--- src/rtl/fp8_pkg.sv ---
// Shared definitions for the FP8 (1-3-4, bias 3) accumulator datapath:
// format constants, the controller state encoding and the unpacked operand.
package fp8_pkg;

    localparam int         EXP_W    = 3;
    localparam int         MAN_W    = 4;
    localparam int         BIAS     = 3;
    localparam logic [7:0] FP8_ZERO = 8'h00;

    typedef enum logic [2:0] {
        ST_IDLE  = 3'd0,
        ST_ALIGN = 3'd1,
        ST_ADD   = 3'd2,
        ST_NORM  = 3'd3,
        ST_OUT   = 3'd4
    } state_e;

    // Unpacked operand: mant carries the implicit leading one, so it is
    // MAN_W+1 bits wide. Zero operands are held as +0 with a cleared mantissa.
    typedef struct packed {
        logic             sign;
        logic [EXP_W-1:0] exp;
        logic [MAN_W:0]   mant;
        logic             is_zero;
    } fp8_op_t;

    localparam fp8_op_t FP8_OP_ZERO = '{sign: 1'b0, exp: 3'd0, mant: 5'd0, is_zero: 1'b1};

    // Decode an FP8 byte; both 0x00 and 0x80 decode to +0.
    function automatic fp8_op_t fp8_unpack(input logic [7:0] v);
        fp8_op_t r;
        r.is_zero = (v[6:0] == 7'd0);
        if (r.is_zero) begin
            r.sign = 1'b0;
            r.exp  = 3'd0;
            r.mant = 5'd0;
        end else begin
            r.sign = v[7];
            r.exp  = v[6:4];
            r.mant = {1'b1, v[3:0]};
        end
        return r;
    endfunction

endpackage

--- src/rtl/fp8_normalize.sv ---
// Combinational normaliser: turns a 6-bit aligned magnitude (bit 5 is the
// carry of the add) plus the common exponent into a packed FP8 value.
// Truncates, flushes underflow to +0 and saturates overflow.
module fp8_normalize
    import fp8_pkg::*;
(
    input  logic [5:0] mag,
    input  logic [2:0] exp,
    input  logic       sign,
    output logic [7:0] result,
    output logic       ovf
);

    logic [2:0] lzc_s;
    logic [4:0] exp_ext_s;   // two's complement, spans -4 .. +8
    logic [3:0] frac_s;

    // Leading-zero count of the non-carry part of the magnitude
    always_comb begin
        lzc_s = 3'd0;
        casez (mag[4:0])
            5'b1????: lzc_s = 3'd0;
            5'b01???: lzc_s = 3'd1;
            5'b001??: lzc_s = 3'd2;
            5'b0001?: lzc_s = 3'd3;
            5'b00001: lzc_s = 3'd4;
            default:  lzc_s = 3'd0;
        endcase
    end

    // Shift the mantissa into place, adjust the exponent, then clamp
    always_comb begin
        result    = FP8_ZERO;
        ovf       = 1'b0;
        frac_s    = 4'd0;
        exp_ext_s = 5'd0;
        if (mag[5]) begin
            frac_s    = mag[4:1];
            exp_ext_s = {2'b00, exp} + 5'd1;
        end else begin
            // The leading one lands on bit 4 and drops off the 4-bit fraction
            frac_s    = mag[3:0] << lzc_s;
            exp_ext_s = {2'b00, exp} - {2'b00, lzc_s};
        end

        if (mag == 6'd0) begin
            result = FP8_ZERO;
        end else if (exp_ext_s[4]) begin
            result = FP8_ZERO;
        end else if (exp_ext_s > 5'd7) begin
            result = {sign, 3'b111, 4'b1111};
            ovf    = 1'b1;
        end else begin
            result = {sign, exp_ext_s[2:0], frac_s};
        end
    end

endmodule

--- src/rtl/fp8_accumulator.sv ---
// Multi-cycle FP8 accumulator. Each accepted product walks through
// ALIGN -> ADD -> NORM (one operand per four cycles); the operand flagged
// last hands the group total to a held output handshake in OUT.
module fp8_accumulator
    import fp8_pkg::*;
(
    input  logic       clk,
    input  logic       rst,
    input  logic       in_valid,
    output logic       in_ready,
    input  logic [7:0] in_data,
    input  logic       in_last,
    output logic       out_valid,
    input  logic       out_ready,
    output logic [7:0] out_data,
    output logic       ovf
);

    state_e           state_r;
    state_e           state_next_s;

    fp8_op_t          acc_r;
    fp8_op_t          op_r;
    logic             last_r;

    logic             big_sign_s;
    logic [EXP_W-1:0] big_exp_s;
    logic [MAN_W:0]   big_mant_s;
    logic             small_sign_s;
    logic [MAN_W:0]   small_mant_s;
    logic [EXP_W-1:0] exp_diff_s;

    logic             big_sign_r;
    logic [EXP_W-1:0] big_exp_r;
    logic [MAN_W:0]   big_mant_r;
    logic             small_sign_r;
    logic [MAN_W:0]   small_mant_r;

    logic [MAN_W+1:0] sum_mag_s;
    logic             sum_sign_s;
    logic [MAN_W+1:0] sum_mag_r;
    logic             sum_sign_r;

    logic [7:0]       norm_result_s;
    logic             norm_ovf_s;

    logic             in_ready_s;
    logic             out_valid_s;
    logic             in_ready_r;
    logic             out_valid_r;
    logic [7:0]       out_data_r;
    logic             ovf_r;

    logic             in_fire_s;
    logic             out_fire_s;

    // in_ready_r mirrors state IDLE, so it doubles as the accept qualifier
    assign in_fire_s  = in_valid & in_ready_r;
    assign out_fire_s = out_valid_r & out_ready;

    assign in_ready  = in_ready_r;
    assign out_valid = out_valid_r;
    assign out_data  = out_data_r;
    assign ovf       = ovf_r;

    // State register
    always_ff @(posedge clk) begin
        if (rst) begin
            state_r <= ST_IDLE;
        end else begin
            state_r <= state_next_s;
        end
    end

    // Next-state logic
    always_comb begin
        state_next_s = state_r;
        case (state_r)
            ST_IDLE: begin
                if (in_fire_s) begin
                    state_next_s = ST_ALIGN;
                end else begin
                    state_next_s = ST_IDLE;
                end
            end
            ST_ALIGN: state_next_s = ST_ADD;
            ST_ADD:   state_next_s = ST_NORM;
            ST_NORM: begin
                if (last_r) begin
                    state_next_s = ST_OUT;
                end else begin
                    state_next_s = ST_IDLE;
                end
            end
            ST_OUT: begin
                if (out_fire_s) begin
                    state_next_s = ST_IDLE;
                end else begin
                    state_next_s = ST_OUT;
                end
            end
            default: state_next_s = ST_IDLE;
        endcase
    end

    // Handshake outputs decoded from the upcoming state so they register in step with it
    always_comb begin
        in_ready_s  = (state_next_s == ST_IDLE);
        out_valid_s = (state_next_s == ST_OUT);
    end

    // Alignment: the larger-exponent operand stays put, the other is shifted down
    always_comb begin
        big_sign_s   = acc_r.sign;
        big_exp_s    = acc_r.exp;
        big_mant_s   = acc_r.mant;
        small_sign_s = 1'b0;
        small_mant_s = 5'd0;
        exp_diff_s   = 3'd0;
        if (op_r.is_zero) begin
            big_sign_s = acc_r.sign;
            big_exp_s  = acc_r.exp;
            big_mant_s = acc_r.mant;
        end else if (acc_r.is_zero) begin
            big_sign_s = op_r.sign;
            big_exp_s  = op_r.exp;
            big_mant_s = op_r.mant;
        end else if (acc_r.exp >= op_r.exp) begin
            exp_diff_s   = acc_r.exp - op_r.exp;
            big_sign_s   = acc_r.sign;
            big_exp_s    = acc_r.exp;
            big_mant_s   = acc_r.mant;
            small_sign_s = op_r.sign;
            if (exp_diff_s >= 3'd5) begin
                small_mant_s = 5'd0;
            end else begin
                small_mant_s = op_r.mant >> exp_diff_s;
            end
        end else begin
            exp_diff_s   = op_r.exp - acc_r.exp;
            big_sign_s   = op_r.sign;
            big_exp_s    = op_r.exp;
            big_mant_s   = op_r.mant;
            small_sign_s = acc_r.sign;
            if (exp_diff_s >= 3'd5) begin
                small_mant_s = 5'd0;
            end else begin
                small_mant_s = acc_r.mant >> exp_diff_s;
            end
        end
    end

    // Signed-magnitude add. When exponents differ the shifted mantissa is
    // always below the unshifted one, so a mantissa compare alone picks the
    // larger magnitude.
    always_comb begin
        sum_mag_s  = 6'd0;
        sum_sign_s = big_sign_r;
        if (big_sign_r == small_sign_r) begin
            sum_mag_s  = {1'b0, big_mant_r} + {1'b0, small_mant_r};
            sum_sign_s = big_sign_r;
        end else if (big_mant_r >= small_mant_r) begin
            sum_mag_s  = {1'b0, big_mant_r} - {1'b0, small_mant_r};
            sum_sign_s = big_sign_r;
        end else begin
            sum_mag_s  = {1'b0, small_mant_r} - {1'b0, big_mant_r};
            sum_sign_s = small_sign_r;
        end
    end

    fp8_normalize u_normalize (
        .mag    (sum_mag_r),
        .exp    (big_exp_r),
        .sign   (sum_sign_r),
        .result (norm_result_s),
        .ovf    (norm_ovf_s)
    );

    // Datapath pipeline registers and the accumulator itself
    always_ff @(posedge clk) begin
        if (rst) begin
            acc_r        <= FP8_OP_ZERO;
            op_r         <= FP8_OP_ZERO;
            last_r       <= 1'b0;
            big_sign_r   <= 1'b0;
            big_exp_r    <= 3'd0;
            big_mant_r   <= 5'd0;
            small_sign_r <= 1'b0;
            small_mant_r <= 5'd0;
            sum_mag_r    <= 6'd0;
            sum_sign_r   <= 1'b0;
        end else begin
            if (in_fire_s) begin
                op_r   <= fp8_unpack(in_data);
                last_r <= in_last;
            end
            if (state_r == ST_ALIGN) begin
                big_sign_r   <= big_sign_s;
                big_exp_r    <= big_exp_s;
                big_mant_r   <= big_mant_s;
                small_sign_r <= small_sign_s;
                small_mant_r <= small_mant_s;
            end
            if (state_r == ST_ADD) begin
                sum_mag_r  <= sum_mag_s;
                sum_sign_r <= sum_sign_s;
            end
            // A saturated group freezes the accumulator until the output is taken
            if (out_fire_s) begin
                acc_r <= FP8_OP_ZERO;
            end else if ((state_r == ST_NORM) && !ovf_r) begin
                acc_r <= fp8_unpack(norm_result_s);
            end
        end
    end

    // Registered handshake, result and sticky overflow
    always_ff @(posedge clk) begin
        if (rst) begin
            in_ready_r  <= 1'b1;
            out_valid_r <= 1'b0;
            out_data_r  <= FP8_ZERO;
            ovf_r       <= 1'b0;
        end else begin
            in_ready_r  <= in_ready_s;
            out_valid_r <= out_valid_s;
            if (out_fire_s) begin
                out_data_r <= FP8_ZERO;
                ovf_r      <= 1'b0;
            end else if (state_r == ST_NORM) begin
                ovf_r <= ovf_r | norm_ovf_s;
                if (last_r) begin
                    out_data_r <= ovf_r ? {acc_r.sign, 7'h7F} : norm_result_s;
                end
            end
        end
    end

endmodule

--- config.mk ---
export PLATFORM = sky130hd
export DESIGN_NAME = fp8_accumulator
export DESIGN_NICKNAME = d
export VERILOG_FILES = /design/src/rtl/fp8_pkg.sv /design/src/rtl/fp8_normalize.sv /design/src/rtl/fp8_accumulator.sv
export SDC_FILE = /design/constraint.sdc
export NUM_CORES = 1
export LEC_CHECK = 0
export CORE_UTILIZATION = 50
export DETAILED_ROUTE_END_ITERATION = 10
export GPL_ROUTABILITY_DRIVEN = 0
export PLACE_DENSITY = 0.69
export SLEW_MARGIN = 20
export SYNTH_ARGS = -nofsm -noshare
export SYNTH_HDL_FRONTEND = slang
export SYNTH_SLANG_ARGS = --single-unit
--- constraint.sdc ---
create_clock -name clk -period 3.2 [get_ports clk]
set_input_delay 0.32 -clock clk [delete_from_list [all_inputs] [get_ports clk]]
set_output_delay 0.32 -clock clk [all_outputs]
set_load 0.005 [all_outputs]
==> metrics.txt, run 1 <==
run status=complete, no violations; Vias/cell=5.50; Worst Hold Depth=2; Clock transition at path regs=0.08 ns; port bufs=23; Slew Limit Fails=0; Bufs on Longest Clock Path=2; post-DR wirelength/cell=14.6 um; hpwl dp=6300 um; Tcrit/Tclk final=0.838; Avg Inst Size Synth=8.18 um2; global route total overflow=0; postcts setup bufs=0; synth unique cells=63; Final Total Pwr=2020 uW; WS Path Type=flop to flop; Mapped Nets=484; TritonCTS buffer count=9; yosys warns=0; RSZ-0062 raised after global routing=false; # diodes=0; # IOs=24; pwr dens=494 nW/um2; post-route ant nets=0; DRT Pass-1 Iters=4; Rel. slew slack=0.329; Starting Density=0.525; first-pass GRT wire length=13,500 um; CTS Sinks=between 50 and 60; Post-synth EDFFs=0; Die Y=a little under 90 um; vias in the first global route=2,877; CP arrival=2.92 ns; cts hold-fix bufs=0; Setup Total Neg Slack=0 ns; TritonCTS clock tree=done; area of the multi-input gates=2260 um2; final hold violations=0; MaxCap Viol Count=0; critical path data required time=3.44 ns; sequential area share after synthesis=0.316; synthesis-to-layout area growth=13.5%; final setup vio count=0; row count=30; residual DRC count=0; cell count after synthesis=441; crit path capture=acc_r[0]$_SDFFE_PP1P_; initial antenna violation count=0; Root Buffer=clkbuf_8; Chip Width=86.9 um; Total GRT Usage=0.232; clock latency on the worst-skew pair=approximately 0.34 ns; maximum clock frequency=373 MHz; Seq. cell area=between 1000 and 1500 um2; synthesized area=3610 um2; LEAKAGE=0.00158 uW; Worst VDD drop=approximately 0.27 mV; Top FF cell, synth=dfxtp_1; total core area=6870 um2; #FFs+latches synth=57; layout filler cell count=658; DR vias=3,056; Total Wirelength=approximately 8100 um; nets=498; reg2reg setup slack=roughly 0.52 ns; post-synthesis async set-or-reset flop share=0; reg2reg path depth=9; highest net fanout along the worst path=8; slew at the pin with the worst max-slew slack=1.00 ns; Setup crit start=sum_mag_r[1]$_SDFFE_PP0P_; post-CTS sizing=0; min-delay worst type=flop to flop; clock skew=0.0137 ns; die area=7560 um2; CTS H-tree lvls=3; Startpoint Class=flop; Worst R2R Start=sum_mag_r[1]$_SDFFE_PP0P_; min Tclk post-route=2.68 ns; Worst Setup End Kind=flop; reg2reg end=acc_r[0]$_SDFFE_PP1P_; largest net degree at the start of global routing=20; layout cell share with drive strength beyond 1=0.0783; initial drt markers=99
## Yosys cell counts, drive strengths merged (8+ instances only)
master / number / share of area
dfxtp: 57 / 0.32
nor2: 49 / 0.053
nand2: 47 / 0.049
a21oi: 42 / 0.061
inv: 28 / 0.029
ha: 24 / 0.083
mux2i: 19 / 0.053
o21ai: 16 / 0.022
a211oi: 14 / 0.029
clkbuf: 14 / 0.015
nor3: 12 / 0.018
buf: 11 / 0.015
o22ai: 9 / 0.016
nor2b: 8 / 0.014
## registers in the layout (all words and copies together) (netlist names)
register,count
acc_r,10
op_r,10
out_data,8
sum_mag_r,6
big_mant_r,5
small_mant_r,5
big_exp_r,3
state_r,3
big_sign_r,1
in_ready,1
last_r,1
out_valid,1
ovf,1
small_sign_r,1
sum_sign_r,1
## cells in the final DEF, fill, tap and decap left out, types with 6 or more instances in the layout
| cell type | Yosys | final |
|---|---|---|
| inv_1 | 28 | 28 |
| a211oi_1 | 14 | 14 |
| dfxtp_1 | 57 | 57 |
| o21bai_1 | 6 | 6 |
| o22ai_1 | 9 | 9 |
| mux2i_1 | 19 | 19 |
| a21oi_1 | 41 | 41 |
| ha_1 | 24 | 24 |
| nor3_1 | 11 | 11 |
| nor2_1 | 48 | 48 |
| clkdlybuf4s50_1 | 0 | 23 |
| nand2_1 | 47 | 47 |
| o21ai_0 | 15 | 15 |
| fa_1 | 6 | 6 |
| nor2b_1 | 8 | 8 |
| clkbuf_8 | 0 | 9 |
| a31oi_1 | 7 | 7 |
## metal layers
metal  part of all wire  track usage  vias up
li1                   -            -     1590
met4              0.013       0.0712        0
met5                  0            0        -
met1               0.49        0.312     1413
met2               0.46        0.371       42
met3              0.036       0.0531       11
## power breakdown
part           internal, uW  switching [uW]  total, uW  leakage, uW
logic                   220             295        515      0.00103
clock network           364             311        675    0.0000921
registers               755            74.9        830     0.000464
## metrics by stage
step	instance area, um2	hold WS, ns	setup slack [ns]	cells	utilization
floorplan	3610	0.432	0.937	441	-
global placement	3890	0.455	0.590	540	0.566
detailed placement	3890	0.458	0.522	540	0.566
CTS	4090	0.469	0.521	556	0.596
global route	4090	0.499	0.312	556	0.596
finish	4090	0.463	0.520	556	0.596
## final cells by class
class                      instances  share of cell area
multi-input combinational        331               0.551
clock inverter                     7              0.0193
sequential                        57               0.279
tap                               96              0.0293
inverter                          28              0.0257
clock buffer                       9              0.0303
timing repair buffer              28              0.0654
## how the worst min path moves through the flow
stage	start	end	slack (ns)
4_1_cts	last_r$_SDFFE_PP0P_	last_r$_SDFFE_PP0P_	0.47
5_1_grt	last_r$_SDFFE_PP0P_	last_r$_SDFFE_PP0P_	0.50
3_5_place_dp	last_r$_SDFFE_PP0P_	last_r$_SDFFE_PP0P_	0.46
6_report	last_r$_SDFFE_PP0P_	last_r$_SDFFE_PP0P_	0.46
3_3_place_gp	last_r$_SDFFE_PP0P_	last_r$_SDFFE_PP0P_	0.46
2_1_floorplan	last_r$_SDFFE_PP0P_	last_r$_SDFFE_PP0P_	0.43
## kinds of logic (layout without fill, tap and decap cells)
| group | after synthesis | after routing | synth area share |
|---|---|---|---|
| compound gates | 123 | 123 | 0.222 |
| xor+xnor | 7 | 7 | 0.0170 |
| fa+ha+maj | 30 | 30 | 0.117 |
| buf+inv | 53 | 72 | 0.0583 |
| flops | 57 | 57 | 0.316 |
| mux | 22 | 22 | 0.0621 |
| simple gates | 149 | 149 | 0.208 |
## critical path: stages (launching register included)
cell	delay, ns
dfxtp_1	0.38
nor4_2	0.35
nand2_1	0.10
ha_1	0.33
nand3b_1	0.09
a22oi_1	0.37
nand2_1	0.10
o21ai_0	0.50
nor3_2	0.13
a21bo_2	0.23
Note: power is estimated with default switching activity, not from simulation.
==> run 2: changes to the inputs <==
--- a/config.mk
+++ b/config.mk
@@ -8,7 +8,7 @@
 export CORE_UTILIZATION = 50
 export DETAILED_ROUTE_END_ITERATION = 10
 export GPL_ROUTABILITY_DRIVEN = 0
-export PLACE_DENSITY = 0.69
+export PLACE_DENSITY = 0.72
 export SLEW_MARGIN = 20
 export SYNTH_ARGS = -nofsm -noshare
 export SYNTH_HDL_FRONTEND = slang
==> constraint.sdc (replaced) <==
create_clock -name clk -period 2.25 [get_ports clk]
set_input_delay 0.225 -clock clk [delete_from_list [all_inputs] [get_ports clk]]
set_output_delay 0.225 -clock clk [all_outputs]
set_load 0.005 [all_outputs]
==> run 2 against run 1 <==
The run now ends with setup timing left; hold slack worse by 0.043 ns; largest cell class unchanged; core utilization is 6.8 points higher; combinational power increased by 110%; critical endpoint is now acc_r[5]$_SDFFE_PP0P_; highest routed layer unchanged.
==> metrics.txt, run 2 (same netlist as run 1, synthesis figures left out) <==
initial antenna violation count=0 (unchanged); Rel. slew slack=0.593 (+0.263); most frequent cell on the critical path=inv_2; Slew Limit Fails=0 (unchanged); Worst Setup End Kind=flop; slew at the pin with the worst max-slew slack=0.610 ns (-0.394 ns); Core Util, Final=0.664 (+0.0685); WP buf/inv=2 (+2); Startpoint Class=flop; Bufs on Longest Clock Path=2 (unchanged); crit path cell chain=inv_2 > a21oi_2 > nor2_1 > ha_2 > inv_2 > fa_1 > nor2b_4 > a211oi_2 > a41oi_2 > nor3_2 > a21oi_1; Root Buffer=clkbuf_8; initial drt markers=206 (+110%); Tcrit/Tclk final=1.03 (+0.190); hpwl dp=6660 um (+5.7%); Setup Total Neg Slack=-0.136 ns (-0.136 ns); Clock transition at path regs=0.07 ns (about the same); failing checks=setup timing; die area=7560 um2 (unchanged); CP delay by family, top=adder cells; post-route ant nets=0 (unchanged); run status=finished with violations; LEAKAGE=0.00180 uW (+14%); Seq. cell area=1150 um2 (+1.1%); post-DR wirelength/cell=15.3 um (+5.3%); CP arrival=2.54 ns (-0.38 ns); total core area=6870 um2 (unchanged); TritonCTS buffer count=9 (unchanged); DRT Pass-1 Iters=5 (+1); Die Y=86.9 um (unchanged); Total GRT Usage=0.248 (+0.0155); TritonCTS clock tree=done; final hold violations=0 (unchanged); # IOs=24 (unchanged); area of the multi-input gates=2420 um2 (+7.5%); global route total overflow=0 (unchanged); min Tclk post-route=2.31 ns (-0.368 ns); most frequent cells in the layout=dfxtp_1, nor2_1, nand2_1; Non-Filler Instances=591 (+6.3%); Starting Density=0.525 (unchanged); Hold Slack=0.421 ns (-0.0426 ns); most common cell after layout, fill and taps aside=dfxtp_1; layout filler cell count=600 (-8.8%); RSZ-0062 raised after global routing=true; final setup vio count=3 (+3); Chip Width=86.9 um (unchanged); largest net degree at the start of global routing=41 (+110%); clock latency on the worst-skew pair=0.35 ns (about the same); highest net fanout along the worst path=3 (-5); row count=30 (unchanged); layout cell share with drive strength beyond 1=0.218 (+0.140); WS Path Type=flop to flop; Final WS setup=-0.0623 ns (-0.582 ns); critical path data required time=2.48 ns (-0.96 ns); Worst path slowest cell=fa_1; MaxCap Viol Count=0 (unchanged); CTS Sinks=57 (unchanged); # diodes=0 (unchanged); pwr dens=700 nW/um2 (+42%); port bufs=23 (unchanged); CTS H-tree lvls=3 (unchanged); Inst Count DP=565 (+4.6%); vias in the first global route=3,007 (+4.5%); clock skew=0.0119 ns (-0.00185 ns); CP peak stage delay=0.44 ns (-0.06 ns); nets=533 (+7.0%); Worst VDD drop=0.420 mV (+58%); DR vias=3,332 (+9.0%); maximum clock frequency=432 MHz (+16%); residual DRC count=0 (unchanged); synthesis-to-layout area growth=26.5%; min-delay worst type=input pin to flop; Total Wirelength=9060 um (+12%); cts hold-fix bufs=0 (unchanged); first-pass GRT wire length=14,400 um (+6.7%); Vias/cell=5.64 (+2.6%)
-- run 2: cell count changes in the layout (fill, tap and decap cells not counted), moves of 4 or more --
cell	delta
a21oi_1	-5
a21oi_2	+4
buf_4	+30
buf_6	+4
dfxtp_1	-6
dfxtp_2	+4
-- run 2: worst paths after layout --
check | start | to | slack, ns | cells after the start
worst min register to register | last_r$_SDFFE_PP0P_ | last_r$_SDFFE_PP0P_ | 0.48 | 2
worst max register to register | sum_mag_r[2]$_SDFFE_PP0P_ | acc_r[5]$_SDFFE_PP0P_ | -0.06 | 11
worst min-delay path | in_last | last_r$_SDFFE_PP0P_ | 0.42 | 3
worst max-delay path | sum_mag_r[2]$_SDFFE_PP0P_ | acc_r[5]$_SDFFE_PP0P_ | -0.06 | 11
-- run 2: power breakdown --
group / leakage [uW] / switching, uW / internal, uW
clock: 0.000100 / 458 / 520
sequential: 0.000467 / 85.2 / 1070
combinational: 0.00124 / 555 / 502
-- run 2: stage by stage --
step | setup WS, ns | instance area [um2] | power, uW
floorplan | 0.0226 | 3610 | 1740
global placement | -0.0268 | 4100 | 1990
detailed placement | -0.148 | 4100 | 2020
CTS | -0.00384 | 4360 | 3050
global route | -0.177 | 4560 | 3360
finish | -0.0623 | 4560 | 3200
-- run 2: what timing repair did --
action                                  in CTS  in global routing
pin swaps                                    9                 21
endpoints found under the setup margin      13                 22
resized for setup                           13                 36
setup buffers                                2                  8
endpoints found under the hold margin        0                  0
-- run 2: layout make-up --
type                       count  area share
clock buffer                   9      0.0271
clock inverter                 7      0.0170
inverter                      28      0.0230
multi-input combinational    331       0.531
sequential                    57       0.253
tap                           96      0.0263
timing repair buffer          63       0.122
-- run 2: per-layer routing --
metal,track usage,wire [um],vias to the layer above
met4,0.100,214,0
met5,0,0,-
li1,-,-,1651
met2,0.387,4240,84
met3,0.0588,384,19
met1,0.329,4220,1578
-- run 2: worst register-to-register path, cell delays in order, from the launching register on --
cell,delay (ns)
dfxtp_4,0.36
inv_2,0.06
a21oi_2,0.05
nor2_1,0.11
ha_2,0.20
inv_2,0.04
fa_1,0.44
nor2b_4,0.14
a211oi_2,0.22
a41oi_2,0.17
nor3_2,0.30
a21oi_1,0.12
==> RTL edit 1, RTL diff (flow settings as in run 2) <==
Put one more register stage on the output `ovf`, without a reset. The value now appears one clock later. The other outputs are not delayed to match.
--- a/src/rtl/fp8_accumulator.sv
+++ b/src/rtl/fp8_accumulator.sv
@@ -17,4 +17,6 @@
 );
 
+    logic ovf_d;
+
     state_e           state_r;
     state_e           state_next_s;
@@ -62,5 +64,5 @@
     assign out_valid = out_valid_r;
     assign out_data  = out_data_r;
-    assign ovf       = ovf_r;
+    assign ovf_d     = ovf_r;
 
     // State register
@@ -237,4 +239,8 @@
     end
 
+    always_ff @(posedge clk) begin
+        ovf <= ovf_d;
+    end
+
 endmodule
 
Function: changed (a bounded check fails within 10 cycles, from zero or initial values and one cycle with rst high).
==> RTL edit 1 against run 2 <==
Synthesized area up 0.55%. Synthesized cell count grew 0.23%. Fmax rose by 3.7%. Sequential cell count is 1 higher. Cell count down 0.34%. Worst setup slack improved by 0.083 ns. Largest power group unchanged. Utilization decreased by 0.25 points. Count of clock-buffer cells in the layout unchanged. Cell area up 0.16%. Wire length increased by 0.17%. Power rose by 1.9%.
==> RTL edit 1: results (changes against run 2) <==
[outcome]
status=finished clean  ; was finished with violations

[finish]
fillers=582  ; was 600
layout.nets=531  ; was 533
clk_share=0.0493  ; was 0.0441
seq_area_frac=0.257  ; was 0.253
multi_input_area_share=0.529  ; was 0.531
regArea_um2=1170  ; was 1150 um2
nonClkBufAreaFrac=0.115  ; was 0.122
signal_buffers=60  ; was 63
nFlopsAndLatches=58  ; was 57
drive_gt1_frac=0.213  ; was 0.218

[place]
pre_cts_slack_ns=-0.0612  ; was -0.148 ns
placed_cells=569  ; was 565
dp_hpwl_mm=6.57  ; was 6.66 mm
placed_area_um2=4140  ; was 4100 um2

[global_routing]
grt_use_total=0.247  ; was 0.248
globalRouteMet3Util=0.0559  ; was 0.0588
grtUsageMet1=0.335  ; was 0.329
grt_pass1_vias=3073  ; was 3,007
grt_pass1_wl_mm=14.5  ; was 14.4 mm

[power]
p_int_uw=2190  ; was 2100 uW
powerClk_uw=1070  ; was 977 uW
peakVddDrop_v=0.000452  ; was 0.000420 V
p_sw_uw=1060  ; was 1100 uW
comb-power_uw=1000  ; was 1060 uW
cellLeakagePower_uw=0.00180  ; about the same

[yosys]
synth_area_leaders=dfxtp_1 32%, ha_1 8.3%, a21oi_1 5.7%  ; unchanged
synth_common_cells=58 x dfxtp_1, 48 x nor2_1, 47 x nand2_1  ; was 57 x dfxtp_1, 48 x nor2_1, 47 x nand2_1
ys_seq_area_frac=0.320  ; was 0.316
syn-num-nets=485  ; was 484

[sta]
period_share=0.991  ; was 1.03
holdWs_ns=0.448  ; was 0.421 ns
setup_viol=0  ; was 3
tightest_slew_ns=0.642  ; was 0.610 ns

[hold_path]
whs_path_depth=0  ; was 3
hold_path_class=reg2reg  ; was in2reg

[floorplan]
dieArea_um2=7600  ; was 7560 um2

[setup_path]
cpPeakStageDelay_ns=0.42  ; was 0.44 ns

[drt]
first_iter_violations=193  ; was 206
vias=3283  ; was 3,332
wl_mm=9.07  ; was 9.06 mm
vias_per_cell=5.57  ; was 5.64
met1Wirelength_mm=4.15  ; was 4.22 mm

[clock_tree]
clk_latency_ns=0.33  ; was 0.35 ns

## RTL edit 1: cell families (layout without fill, tap and decap cells)
kind of cell	Yosys count	in the layout	share of synthesized area
simple gates	149	149	0.207
compound gates	123	123	0.221
flops	58	58	0.320
buf+inv	53	104	0.0580
fa+ha+maj	30	30	0.116
mux	22	22	0.0617
xor+xnor	7	7	0.0169
## RTL edit 1: path summary, 6_finish.rpt
kind,start,end
min reg2reg,ovf_d$_SDFFE_PP0N_,ovf$_DFF_P_
min,ovf_d$_SDFFE_PP0N_,ovf$_DFF_P_
max reg2reg,sum_mag_r[2]$_SDFFE_PP0P_,acc_r[5]$_SDFFE_PP0P_
max,sum_mag_r[2]$_SDFFE_PP0P_,acc_r[5]$_SDFFE_PP0P_
## RTL edit 1: what timing repair did
item,in CTS,in global routing
buffers inserted,0,4
pin swaps,3,22
endpoints found under the setup margin,15,20
resized for setup,7,41
==> RTL edit 2, RTL diff (config.mk and constraints of run 2) <==
Without the edit above. The 5 states of `state_e` get a one-hot encoding in 5 bits.
--- a/src/rtl/fp8_pkg.sv
+++ b/src/rtl/fp8_pkg.sv
@@ -8,10 +8,10 @@
     localparam logic [7:0] FP8_ZERO = 8'h00;
 
-    typedef enum logic [2:0] {
-        ST_IDLE  = 3'd0,
-        ST_ALIGN = 3'd1,
-        ST_ADD   = 3'd2,
-        ST_NORM  = 3'd3,
-        ST_OUT   = 3'd4
+    typedef enum logic [4:0] {
+        ST_IDLE  = 5'b00001,
+        ST_ALIGN = 5'b00010,
+        ST_ADD   = 5'b00100,
+        ST_NORM  = 5'b01000,
+        ST_OUT   = 5'b10000
     } state_e;
 
Check against the original RTL: no difference found for any inputs over 10 cycles, from zero or initial values and one cycle with rst high; not proved beyond that.
==> RTL edit 2 against run 2 <==
The flow still finishes with violations (setup timing). Non-clock buffer count is 2 higher. Sequential cell count rose by 2. Die area is 3.1% higher. Wire length is 0.11% higher. Cell area up 0.82%. Worst setup slack lost 0.066 ns. Synthesized area up 3.2%. Critical path type unchanged. Critical endpoint is now acc_r[9]$_SDFFE_PP0P_.
Power is not compared: it rests on default switching activity, and its combinational part moved more than twofold at a synthesized area within 25%.
==> RTL edit 2: results (changes against run 2) <==
[place]
portBuffers=23  ; unchanged
pre_cts_slack_ns=-0.120  ; was -0.148 ns
dp_hpwl_mm=7.00  ; was 6.66 mm

[yosys]
syn-num-nets=507  ; was 484
ys_seq_area_frac=0.317  ; was 0.316
synth_area_leaders=dfxtp_1 32%, ha_1 8.1%, a21oi_1 6.2%  ; was dfxtp_1 32%, ha_1 8.3%, a21oi_1 5.7%
ys_types=61  ; was 63
async_flop_share=0  ; unchanged
synth_common_cells=59 x dfxtp_1, 48 x nand2_1, 46 x a21oi_1  ; was 57 x dfxtp_1, 48 x nor2_1, 47 x nand2_1

[setup_path]
slowest_stage=fa_2  ; was fa_1
path_max_fanout=3  ; unchanged
cpPeakStageDelay_ns=0.37  ; was 0.44 ns
path_delay_family=compound AO/OA/AOI/OAI gates  ; was adder cells
r2r-start=sum_mag_r[2]$_SDFFE_PP0P_  ; unchanged

[global_routing]
grt_pass1_wl_mm=14.9  ; was 14.4 mm
grt_use_total=0.253  ; was 0.248
grt_max_degree=27  ; was 41
met2_usage=0.416  ; was 0.387
globalRouteMet3Util=0.0532  ; was 0.0588
grt_pass1_vias=3238  ; was 3,007
grtUsageMet1=0.324  ; was 0.329

[finish]
layout.nets=557  ; was 533
fillers=666  ; was 600
drive_gt1_frac=0.189  ; was 0.218

[sta]
setup_viol=3  ; unchanged
fin_tns_setup_ns=-0.265  ; was -0.136 ns
setup_slack_ns=-0.128  ; was -0.0623 ns
skew_ns=0.0146  ; was 0.0119 ns
tightest_slew_ns=0.641  ; was 0.610 ns

[power]
cellLeakagePower_uw=0.00183
peakVddDrop_v=0.000505

[drt]
drt-wirelength-per-cell_um=14.7  ; was 15.3 um
dr.pass1.iters=5  ; unchanged
first_iter_violations=177  ; was 206
vias=3503  ; was 3,332

[outcome]
status=finished with violations  ; unchanged
violations=setup timing  ; unchanged

[clock_tree]
cts-root-buf=clkbuf_8  ; unchanged
clk_pin_slew_ns=0.08
cts_buffers=9  ; unchanged
clk_latency_ns=0.35  ; about the same

-- RTL edit 2: what timing repair did --
item / 4_1_cts / 5_1_grt
buffers inserted: 2 / 2
resized for setup: 10 / 14
pin swaps: 6 / 8
endpoints found under the setup margin: 15 / 17
-- RTL edit 2: kinds of logic after synthesis --
family / synth area share
and+or+nand+nor: 0.207
AOI/OAI and AO/OA: 0.234
DFF: 0.317
buffers and inverters: 0.0632
adders and majority gates: 0.113
muxes: 0.0514
xor gates and xnor gates: 0.0141
-- RTL edit 2: worst paths after layout --
path / to / slack, ns / depth (start not counted)
setup / recovery: acc_r[9]$_SDFFE_PP0P_ / -0.13 / 12
hold / removal: last_r$_SDFFE_PP0P_ / 0.43 / 3
setup reg to reg: acc_r[9]$_SDFFE_PP0P_ / -0.13 / 12
hold reg to reg: last_r$_SDFFE_PP0P_ / 0.46 / 2
-- RTL edit 2: power breakdown --
group	total (uW)	internal [uW]	leakage, uW	switching, uW
Clock	1090	630	0.000106	462
Sequential	1090	1070	0.000481	25.3
Combinational	293	136	0.00124	157
Total	2480	1830	0.00183	645
-- RTL edit 2: final cells by class --
class,count,area share
clock buffers,9,0.0269
clock inverters,7,0.0220
inverters,31,0.0253
multi-input cells,348,0.522
flip-flops and latches,59,0.258
well taps,99,0.0269
repair buffers,65,0.119
-- RTL edit 2: through the flow --
stage | hold WS [ns] | instance area [um2] | util | cells
global placement | 0.447 | 4250 | 0.590 | 598
detailed placement | 0.454 | 4250 | 0.590 | 598
CTS | 0.423 | 4530 | 0.628 | 616
finish | 0.431 | 4600 | 0.638 | 618
floorplan | 0.321 | 3740 | - | 464
global route | 0.488 | 4600 | 0.638 | 618
-- RTL edit 2: routing by layer --
metal	vias to the layer above	wire, um
li1	1740	-
met1	1650	4010
met2	95	4440
met3	18	432
met4	0	181
met5	-	0
